==> config.mk <==
export PLATFORM = sky130hd
export DESIGN_NAME = fetch_unit_flat
export DESIGN_NICKNAME = d
export VERILOG_FILES = /design/src/rtl/fetch_unit_if.sv /design/src/rtl/fetch_unit.sv /design/src/flat_wrapper.sv
export SDC_FILE = /design/constraint.sdc
export NUM_CORES = 1
export LEC_CHECK = 0
export ABC_AREA = 1
export BUFFER_PORTS_ARGS = -buffer_cell sky130_fd_sc_hd__buf_4
export CAP_MARGIN = 20
export CORE_ASPECT_RATIO = 1.5
export CORE_UTILIZATION = 45
export DETAILED_ROUTE_END_ITERATION = 10
export MAX_ROUTING_LAYER = met4
export PLACE_DENSITY = 0.62
export SYNTH_ARGS = -nofsm -noshare
export SYNTH_HDL_FRONTEND = slang
export SYNTH_SLANG_ARGS = --single-unit
==> constraint.sdc <==
create_clock -name clk -period 4.3 [get_ports clk]
set_input_delay 0.645 -clock clk [delete_from_list [all_inputs] [get_ports clk]]
set_output_delay 0.645 -clock clk [all_outputs]
set_load 0.05 [all_outputs]
==> src/rtl/fetch_unit_if.sv <==
// Bus bundle for fetch_unit: instruction-memory req/ack port, redirect input and decode valid/ready port.
// The master modport is the fetch unit; the slave modport is the memory/decode side.
interface fetch_unit_if;
   logic        imem_req_o;
   logic [31:0] imem_addr_o;
   logic        imem_ack_i;
   logic [31:0] imem_rdata_i;
   logic        redirect_i;
   logic [31:0] redirect_pc_i;
   logic        instr_valid_o;
   logic [31:0] instr_o;
   logic [31:0] instr_pc_o;
   logic        instr_ready_i;

   modport master (
      output imem_req_o, imem_addr_o, instr_valid_o, instr_o, instr_pc_o,
      input  imem_ack_i, imem_rdata_i, redirect_i, redirect_pc_i, instr_ready_i
   );

   modport slave (
      input  imem_req_o, imem_addr_o, instr_valid_o, instr_o, instr_pc_o,
      output imem_ack_i, imem_rdata_i, redirect_i, redirect_pc_i, instr_ready_i
   );
endinterface

==> src/rtl/fetch_unit.sv <==
// Instruction fetch stage: owns the PC, fetches over req/ack into a DEPTH-entry prefetch FIFO, redirect with drain.
// Optional macro FETCH_STATS_EN adds fetch_cnt_o, a wrapping count of FIFO pushes.
module fetch_unit #(
   parameter logic [31:0] RESET_PC = 32'h0000_0000,
   parameter int unsigned DEPTH    = 4
) (
   input  logic        clk,
   input  logic        rst,
`ifdef FETCH_STATS_EN
   output logic [31:0] fetch_cnt_o,
`endif
   fetch_unit_if.master bus
);
   localparam int unsigned PW   = $clog2(DEPTH);
   localparam logic [PW:0] FULL = (PW + 1)'(DEPTH);

   typedef enum logic {RUN, DRAIN} state_t;

   state_t        state, state_next;
   logic [31:0]   fetch_pc, fetch_pc_next;
   logic [31:0]   pending_pc, pending_pc_next;
   logic [31:0]   drop_addr, drop_addr_next;
   logic [PW:0]   count;
   logic [PW-1:0] wr_ptr, rd_ptr;
   logic [31:0]   fifo_instr [DEPTH];
   logic [31:0]   fifo_pc [DEPTH];
   logic          req, ack, push, pop, flush, valid;
   logic [31:0]   target;

   assign target = bus.redirect_pc_i & ~32'h3;
   assign req    = !rst && ((state == DRAIN) || (count < FULL));
   assign ack    = req && bus.imem_ack_i;
   assign valid  = (count != '0);
   assign pop    = valid && bus.instr_ready_i;

   assign bus.imem_req_o    = req;
   assign bus.imem_addr_o   = (state == DRAIN) ? drop_addr : fetch_pc;
   assign bus.instr_valid_o = valid;
   assign bus.instr_o       = valid ? fifo_instr[rd_ptr] : '0;
   assign bus.instr_pc_o    = valid ? fifo_pc[rd_ptr] : '0;

   always_ff @(posedge clk or posedge rst) begin
      if (rst) begin
         state      <= RUN;
         fetch_pc   <= RESET_PC;
         pending_pc <= RESET_PC;
         drop_addr  <= RESET_PC;
      end else begin
         state      <= state_next;
         fetch_pc   <= fetch_pc_next;
         pending_pc <= pending_pc_next;
         drop_addr  <= drop_addr_next;
      end
   end

   // A redirect with a request in flight must still see that request acked before the new PC is fetched.
   always_comb begin
      state_next      = state;
      fetch_pc_next   = fetch_pc;
      pending_pc_next = pending_pc;
      drop_addr_next  = drop_addr;
      push            = 1'b0;
      flush           = 1'b0;
      case (state)
         RUN: begin
            if (bus.redirect_i) begin
               flush           = 1'b1;
               pending_pc_next = target;
               if (ack) begin
                  fetch_pc_next = target;
               end else if (req) begin
                  drop_addr_next = fetch_pc;
                  state_next     = DRAIN;
               end else begin
                  fetch_pc_next = target;
               end
            end else if (ack) begin
               push          = 1'b1;
               fetch_pc_next = fetch_pc + 32'd4;
            end
         end
         DRAIN: begin
            if (bus.redirect_i) begin
               pending_pc_next = target;
            end
            if (ack) begin
               fetch_pc_next = bus.redirect_i ? target : pending_pc;
               state_next    = RUN;
            end
         end
         default: state_next = RUN;
      endcase
   end

   always_ff @(posedge clk or posedge rst) begin
      if (rst) begin
         count  <= '0;
         wr_ptr <= '0;
         rd_ptr <= '0;
      end else if (flush) begin
         count  <= '0;
         wr_ptr <= '0;
         rd_ptr <= '0;
      end else begin
         if (push) wr_ptr <= wr_ptr + 1'b1;
         if (pop)  rd_ptr <= rd_ptr + 1'b1;
         case ({push, pop})
            2'b10:   count <= count + 1'b1;
            2'b01:   count <= count - 1'b1;
            default: count <= count;
         endcase
      end
   end

   // Storage is not reset; the output mux hides stale entries while the FIFO is empty.
   always_ff @(posedge clk) begin
      if (push) begin
         fifo_instr[wr_ptr] <= bus.imem_rdata_i;
         fifo_pc[wr_ptr]    <= fetch_pc;
      end
   end

`ifdef FETCH_STATS_EN
   always_ff @(posedge clk or posedge rst) begin
      if (rst) begin
         fetch_cnt_o <= '0;
      end else if (push) begin
         fetch_cnt_o <= fetch_cnt_o + 32'd1;
      end
   end
`endif
endmodule
==> src/flat_wrapper.sv <==
// flat-port wrapper written by rule: the top's interface ports become plain ports
module fetch_unit_flat 
#(
   parameter logic [31:0] RESET_PC = 32'h0000_0000,
   parameter int unsigned DEPTH    = 4
)
  (clk, rst, bus_imem_req_o, bus_imem_addr_o, bus_instr_valid_o, bus_instr_o, bus_instr_pc_o, bus_imem_ack_i, bus_imem_rdata_i, bus_redirect_i, bus_redirect_pc_i, bus_instr_ready_i);
  fetch_unit_if bus_i ();
  input  logic clk;
  input  logic rst;
  output wire logic [$bits(bus_i.imem_req_o)-1:0] bus_imem_req_o;
  output wire logic [$bits(bus_i.imem_addr_o)-1:0] bus_imem_addr_o;
  output wire logic [$bits(bus_i.instr_valid_o)-1:0] bus_instr_valid_o;
  output wire logic [$bits(bus_i.instr_o)-1:0] bus_instr_o;
  output wire logic [$bits(bus_i.instr_pc_o)-1:0] bus_instr_pc_o;
  input wire logic [$bits(bus_i.imem_ack_i)-1:0] bus_imem_ack_i;
  input wire logic [$bits(bus_i.imem_rdata_i)-1:0] bus_imem_rdata_i;
  input wire logic [$bits(bus_i.redirect_i)-1:0] bus_redirect_i;
  input wire logic [$bits(bus_i.redirect_pc_i)-1:0] bus_redirect_pc_i;
  input wire logic [$bits(bus_i.instr_ready_i)-1:0] bus_instr_ready_i;
  assign bus_imem_req_o = bus_i.imem_req_o;
  assign bus_imem_addr_o = bus_i.imem_addr_o;
  assign bus_instr_valid_o = bus_i.instr_valid_o;
  assign bus_instr_o = bus_i.instr_o;
  assign bus_instr_pc_o = bus_i.instr_pc_o;
  assign bus_i.imem_ack_i = bus_imem_ack_i;
  assign bus_i.imem_rdata_i = bus_imem_rdata_i;
  assign bus_i.redirect_i = bus_redirect_i;
  assign bus_i.redirect_pc_i = bus_redirect_pc_i;
  assign bus_i.instr_ready_i = bus_instr_ready_i;
  fetch_unit #(.RESET_PC(RESET_PC), .DEPTH(DEPTH)) u_core (.clk(clk), .rst(rst), .bus(bus_i));
endmodule
==> impl_results.rst <==
.. list-table::
   :header-rows: 1

   * - Metric
     - Value
   * - Fraction of the mapped netlist area in simple logic gates
     - roughly 16%
   * - Hold Vio Cnt, Final
     - 0
   * - Core area
     - 0.03345 mm2
   * - Crit-path cells
     - clkinv_2, buf_4, o21ai_0, a21oi_1, buf_4
   * - Internal
     - 0.007812 W
   * - Gate Count Post-Synth
     - 1499
   * - Chip height
     - 227.5 um
   * - Initial DRC Count
     - ~700
   * - Setup_tns
     - 0 ns
   * - Setup bufs post-CTS
     - 0
   * - Clock tree from TritonCTS
     - done
   * - Run status
     - complete, but fails checks
   * - Wire length of the first global-routing pass
     - 56820 um
   * - Count of unique library cells instantiated by Yosys
     - 29
   * - DRC violations left
     - 13
   * - Worst vdd ir
     - between 0.0004 and 0.0005 V
   * - Violations in the final reports
     - DRC
   * - Antenna violations before repair
     - 0
   * - Global routing usage summed across all routing layers
     - 21.86%
   * - Via count of the routed design
     - 10910
   * - Port Buffers
     - 164
   * - Cell type with the largest total area after synthesis
     - sky130_fd_sc_hd__edfxtp_1
   * - Final worst-path cycle share
     - 80.68%
   * - Normalized max-slew margin
     - a little under two fifths
   * - Proportion of synthesized area in mux cells
     - less than 1%
   * - Slowest library cell on the worst path
     - sky130_fd_sc_hd__dfrtp_4
   * - Crit-path most repeated cell
     - sky130_fd_sc_hd__buf_4
   * - CTS HTree Levels
     - 2
   * - Crit start category
     - register
   * - Worst-case clock skew
     - between 0.01 and 0.015 ns
   * - HPWL after detailed placement
     - 22390 um
   * - Crit path arrival time
     - 2.82 ns
   * - Switching part of the total
     - 44.65%
   * - Antenna-violating nets left
     - 0
   * - Layout fillers
     - 2950
   * - Mean area per synthesized cell
     - 10.18 um2
   * - Ys Warns
     - 0
   * - Worst EP required
     - between 3 and 4 ns
   * - Adder-cell share of the synthesized area
     - less than 1%
   * - Via count of the first global-routing pass
     - 10560
   * - Antenna cells
     - 0
   * - Area of the mapped netlist
     - around 0.015 mm2
   * - Worst slack, placed
     - about 1.4 ns
   * - Worst-case clock buffer depth
     - 3
   * - Fin. max-slew vios
     - 0
   * - Post-Syn Nets
     - between 1500 and 2000
   * - WL per Instance
     - 17.22 um
   * - Hold Buf Count CTS
     - 0
   * - Proportion of power drawn by combinational gates
     - a little over two fifths
   * - Clock power share
     - 21.9%
   * - Number of nets in the layout
     - 1720
   * - Layout Area Growth over Synthesis
     - 18.69%
   * - Peak per-stage delay on the critical path
     - 0.71 ns
   * - Combinational family with the most area after synthesis
     - simple AND/OR/NAND/NOR gates
   * - Via density
     - 5.222
   * - Synthesized-area fraction occupied by xor and xnor cells
     - 0.05740%
   * - Met2 layer wire length in the routed design
     - 18820 um
   * - Number of synthesized register bits
     - 360
   * - DP Cell Count
     - 2027
   * - Sequential Power Share
     - 34.2%
   * - Slew at the pin closest to its max-slew limit
     - 0.9263 ns
   * - Synth area leaders
     - sky130_fd_sc_hd__edfxtp_1 50%, sky130_fd_sc_hd__dfrtp_1 17%, sky130_fd_sc_hd__nor2_1 8.1%
   * - Leakage power summed over all cells
     - 7.201 nW
   * - Sum of routed wire segments on met1
     - 14210 um
   * - Total length of routed wires
     - 35990 um
   * - Min cycle time layout
     - 3.469 ns
   * - Count of endpoints failing setup in the final report
     - 0
   * - Non-filler instance count after layout
     - 2090
   * - Die Wd
     - around 150 um
   * - Routed length on met3
     - around 1800 um
   * - Initial Utilization
     - 45.62%
   * - RSZ-0062 raised after global routing
     - no
   * - Critical path peak fanout
     - 50
   * - First-pass iteration count of the detailed router
     - 10
   * - Power dissipated by switching net loads
     - 0.006303 W
   * - Min setup slack post-route
     - 0.8306 ns
   * - Clk_lat worst skew
     - 0.51 ns
   * - Hold crit path type
     - in2async
   * - Synth Area in Compound Gates
     - 11.37%
   * - PD cells
     - 779.3 mW/mm2
   * - # clock sinks
     - 360
   * - Clock transition at the registers of the reported paths
     - 0.06 ns
   * - Number of buffers added by the clock tree synthesis step
     - 35
   * - Routability Congestion
     - 0.8314
   * - Max-cap violations
     - 0
   * - CTS-repair resized insts
     - 0
   * - Sequential-to-total area share from yosys stat
     - between 60% and 70%
   * - Boundary Pins
     - approximately 170
   * - Upper clock frequency limit
     - 0.2882 GHz
   * - Root buffer selected by CTS
     - sky130_fd_sc_hd__clkbuf_16
   * - Overflow after GRT
     - 0
   * - Die ar.
     - between 0.03 and 0.04 mm2
   * - Type of destination of the critical path
     - output pin
   * - Highest metal layer used by the detailed router
     - met4
   * - Synth top area share
     - between 50% and 60%
   * - Standard-cell row count
     - 82
   * - Proportion of layout cells with a drive suffix above 1
     - between 10% and 20%
   * - Worst Path Class, Setup
     - reg2out
   * - Maximum number of pins on one net before global-route repair
     - a little over 70
==> layer usage <==
metal	global-route usage, %	vias to the layer above
li1	-	5348
met1	25.70	5220
met2	38.38	281
met3	2.760	64
met4	8.427	0
met5	-	-
==> through the flow <==
stage | utilization, % | hold slack (ns) | instance area (um2) | total power (W)
final | 54.15 | 0.2972 | 18110 | 0.01411
after global routing | 54.15 | 0.3061 | 18110 | 0.01490
after CTS | 54.15 | 0.2885 | 18110 | 0.01424
after detailed placement | 50.68 | 0.4591 | 16950 | 0.01113
after global placement | 50.68 | 0.4516 | 16950 | 0.01105
after floorplan | - | 0.4333 | 15270 | 0.009124
==> sequential cells by signal, indices dropped and copies added, names as in the netlist <==
signal	count
u_core.count	3
u_core.drop_addr	32
u_core.fifo_instr	128
u_core.wr_ptr	2
u_core.pending_pc	32
u_core.fetch_pc	32
u_core.rd_ptr	2
u_core.fifo_pc	128
u_core.state	1
==> power by group through the flow <==
| stage | Combinational (W) | Sequential [W] | Clock, W |
|---|---|---|---|
| 2_1_floorplan | 0.00449 | 0.00464 | 0 |
| 3_3_place_gp | 0.00618 | 0.00486 | 0 |
| 3_5_place_dp | 0.00624 | 0.00489 | 0 |
| 4_1_cts | 0.00625 | 0.00482 | 0.00317 |
| 5_1_grt | 0.00670 | 0.00490 | 0.00329 |
| 6_report | 0.00619 | 0.00483 | 0.00309 |
==> cell type report <==
class	instances	area, um2	share of cell area [%]
inverters	85	324.1	1.789
clock inverters	15	173.9	0.9603
repair buffers	187	1466	8.097
well taps	420	525.5	2.902
clock buffers	48	987.2	5.451
flip-flops and latches	360	10290	56.84
multi-input cells	975	4339	23.96
==> critical path: cells and delay by family (launching register included) <==
kind	cells	cell delay [ns]
compound gates	2	0.56
buf+inv	3	1.01
flops	1	0.71
==> layout by cell type, fill, tap and decap left out, types with 2 or more instances in the layout <==
| master | n |
|---|---|
| sky130_fd_sc_hd__a21oi_1 | 111 |
| sky130_fd_sc_hd__buf_12 | 5 |
| sky130_fd_sc_hd__clkinv_1 | 5 |
| sky130_fd_sc_hd__buf_4 | 182 |
| sky130_fd_sc_hd__clkbuf_8 | 2 |
| sky130_fd_sc_hd__dfrtp_1 | 102 |
| sky130_fd_sc_hd__ha_1 | 6 |
| sky130_fd_sc_hd__o21ai_0 | 189 |
| sky130_fd_sc_hd__clkinv_2 | 5 |
| sky130_fd_sc_hd__inv_2 | 5 |
| sky130_fd_sc_hd__clkinvlp_4 | 3 |
| sky130_fd_sc_hd__nand3_1 | 32 |
| sky130_fd_sc_hd__a22oi_1 | 3 |
| sky130_fd_sc_hd__nor2_4 | 5 |
| sky130_fd_sc_hd__nor2_2 | 3 |
| sky130_fd_sc_hd__mux2i_1 | 6 |
| sky130_fd_sc_hd__nand2_1 | 247 |
| sky130_fd_sc_hd__clkbuf_16 | 37 |
| sky130_fd_sc_hd__o21ai_1 | 29 |
| sky130_fd_sc_hd__clkbuf_1 | 9 |
| sky130_fd_sc_hd__o22ai_1 | 2 |
| sky130_fd_sc_hd__bufinv_16 | 4 |
| sky130_fd_sc_hd__edfxtp_1 | 256 |
| sky130_fd_sc_hd__nor2_1 | 325 |
| sky130_fd_sc_hd__inv_1 | 78 |
| sky130_fd_sc_hd__and2_1 | 2 |
| sky130_fd_sc_hd__nand2_2 | 3 |
| sky130_fd_sc_hd__o211ai_1 | 5 |
==> cell usage after synthesis (all sizes together) <==
master,instances
o21a,1
inv,85
xor2,1
buf,48
nand3,32
nand2,251
clkbuf,31
mux2i,6
o22ai,2
nor3,2
and2,2
o21ai,219
fa,1
o211ai,5
edfxtp,256
nor2,333
ha,6
a22oi,3
dfrtp,104
a21oi,111
==> path summary, 6_finish.rpt <==
check / start / to / slack [ns] / depth (start not counted)
hold / removal: rst / u_core.drop_addr[6] / 0.30 / 3
max in group asynchronous: rst / u_core.rd_ptr[0] / 2.66 / 4
hold reg to reg: u_core.pending_pc[9] / u_core.pending_pc[9] / 0.47 / 2
setup reg to reg: u_core.state / u_core.fetch_pc[16] / 1.60 / 10
min in group clk: bus_imem_rdata_i[1] / u_core.fifo_instr[1][1] / 0.33 / 1
setup / recovery: u_core.rd_ptr[0] / bus_instr_pc_o[21] / 0.83 / 5
==> cells by family (layout without fill, tap and decap cells) <==
group                    count (synthesis)  count (layout)
flip-flops                             360             360
buffers and inverters                  164             335
adder cells (fa/ha/maj)                  7               7
multiplexers                             6               6
XOR/XNOR                                 1               1
AO/OA/AOI/OAI                          341             341
AND/OR/NAND/NOR                        620             620
No activity file was read; power rests on OpenSTA's default activity.
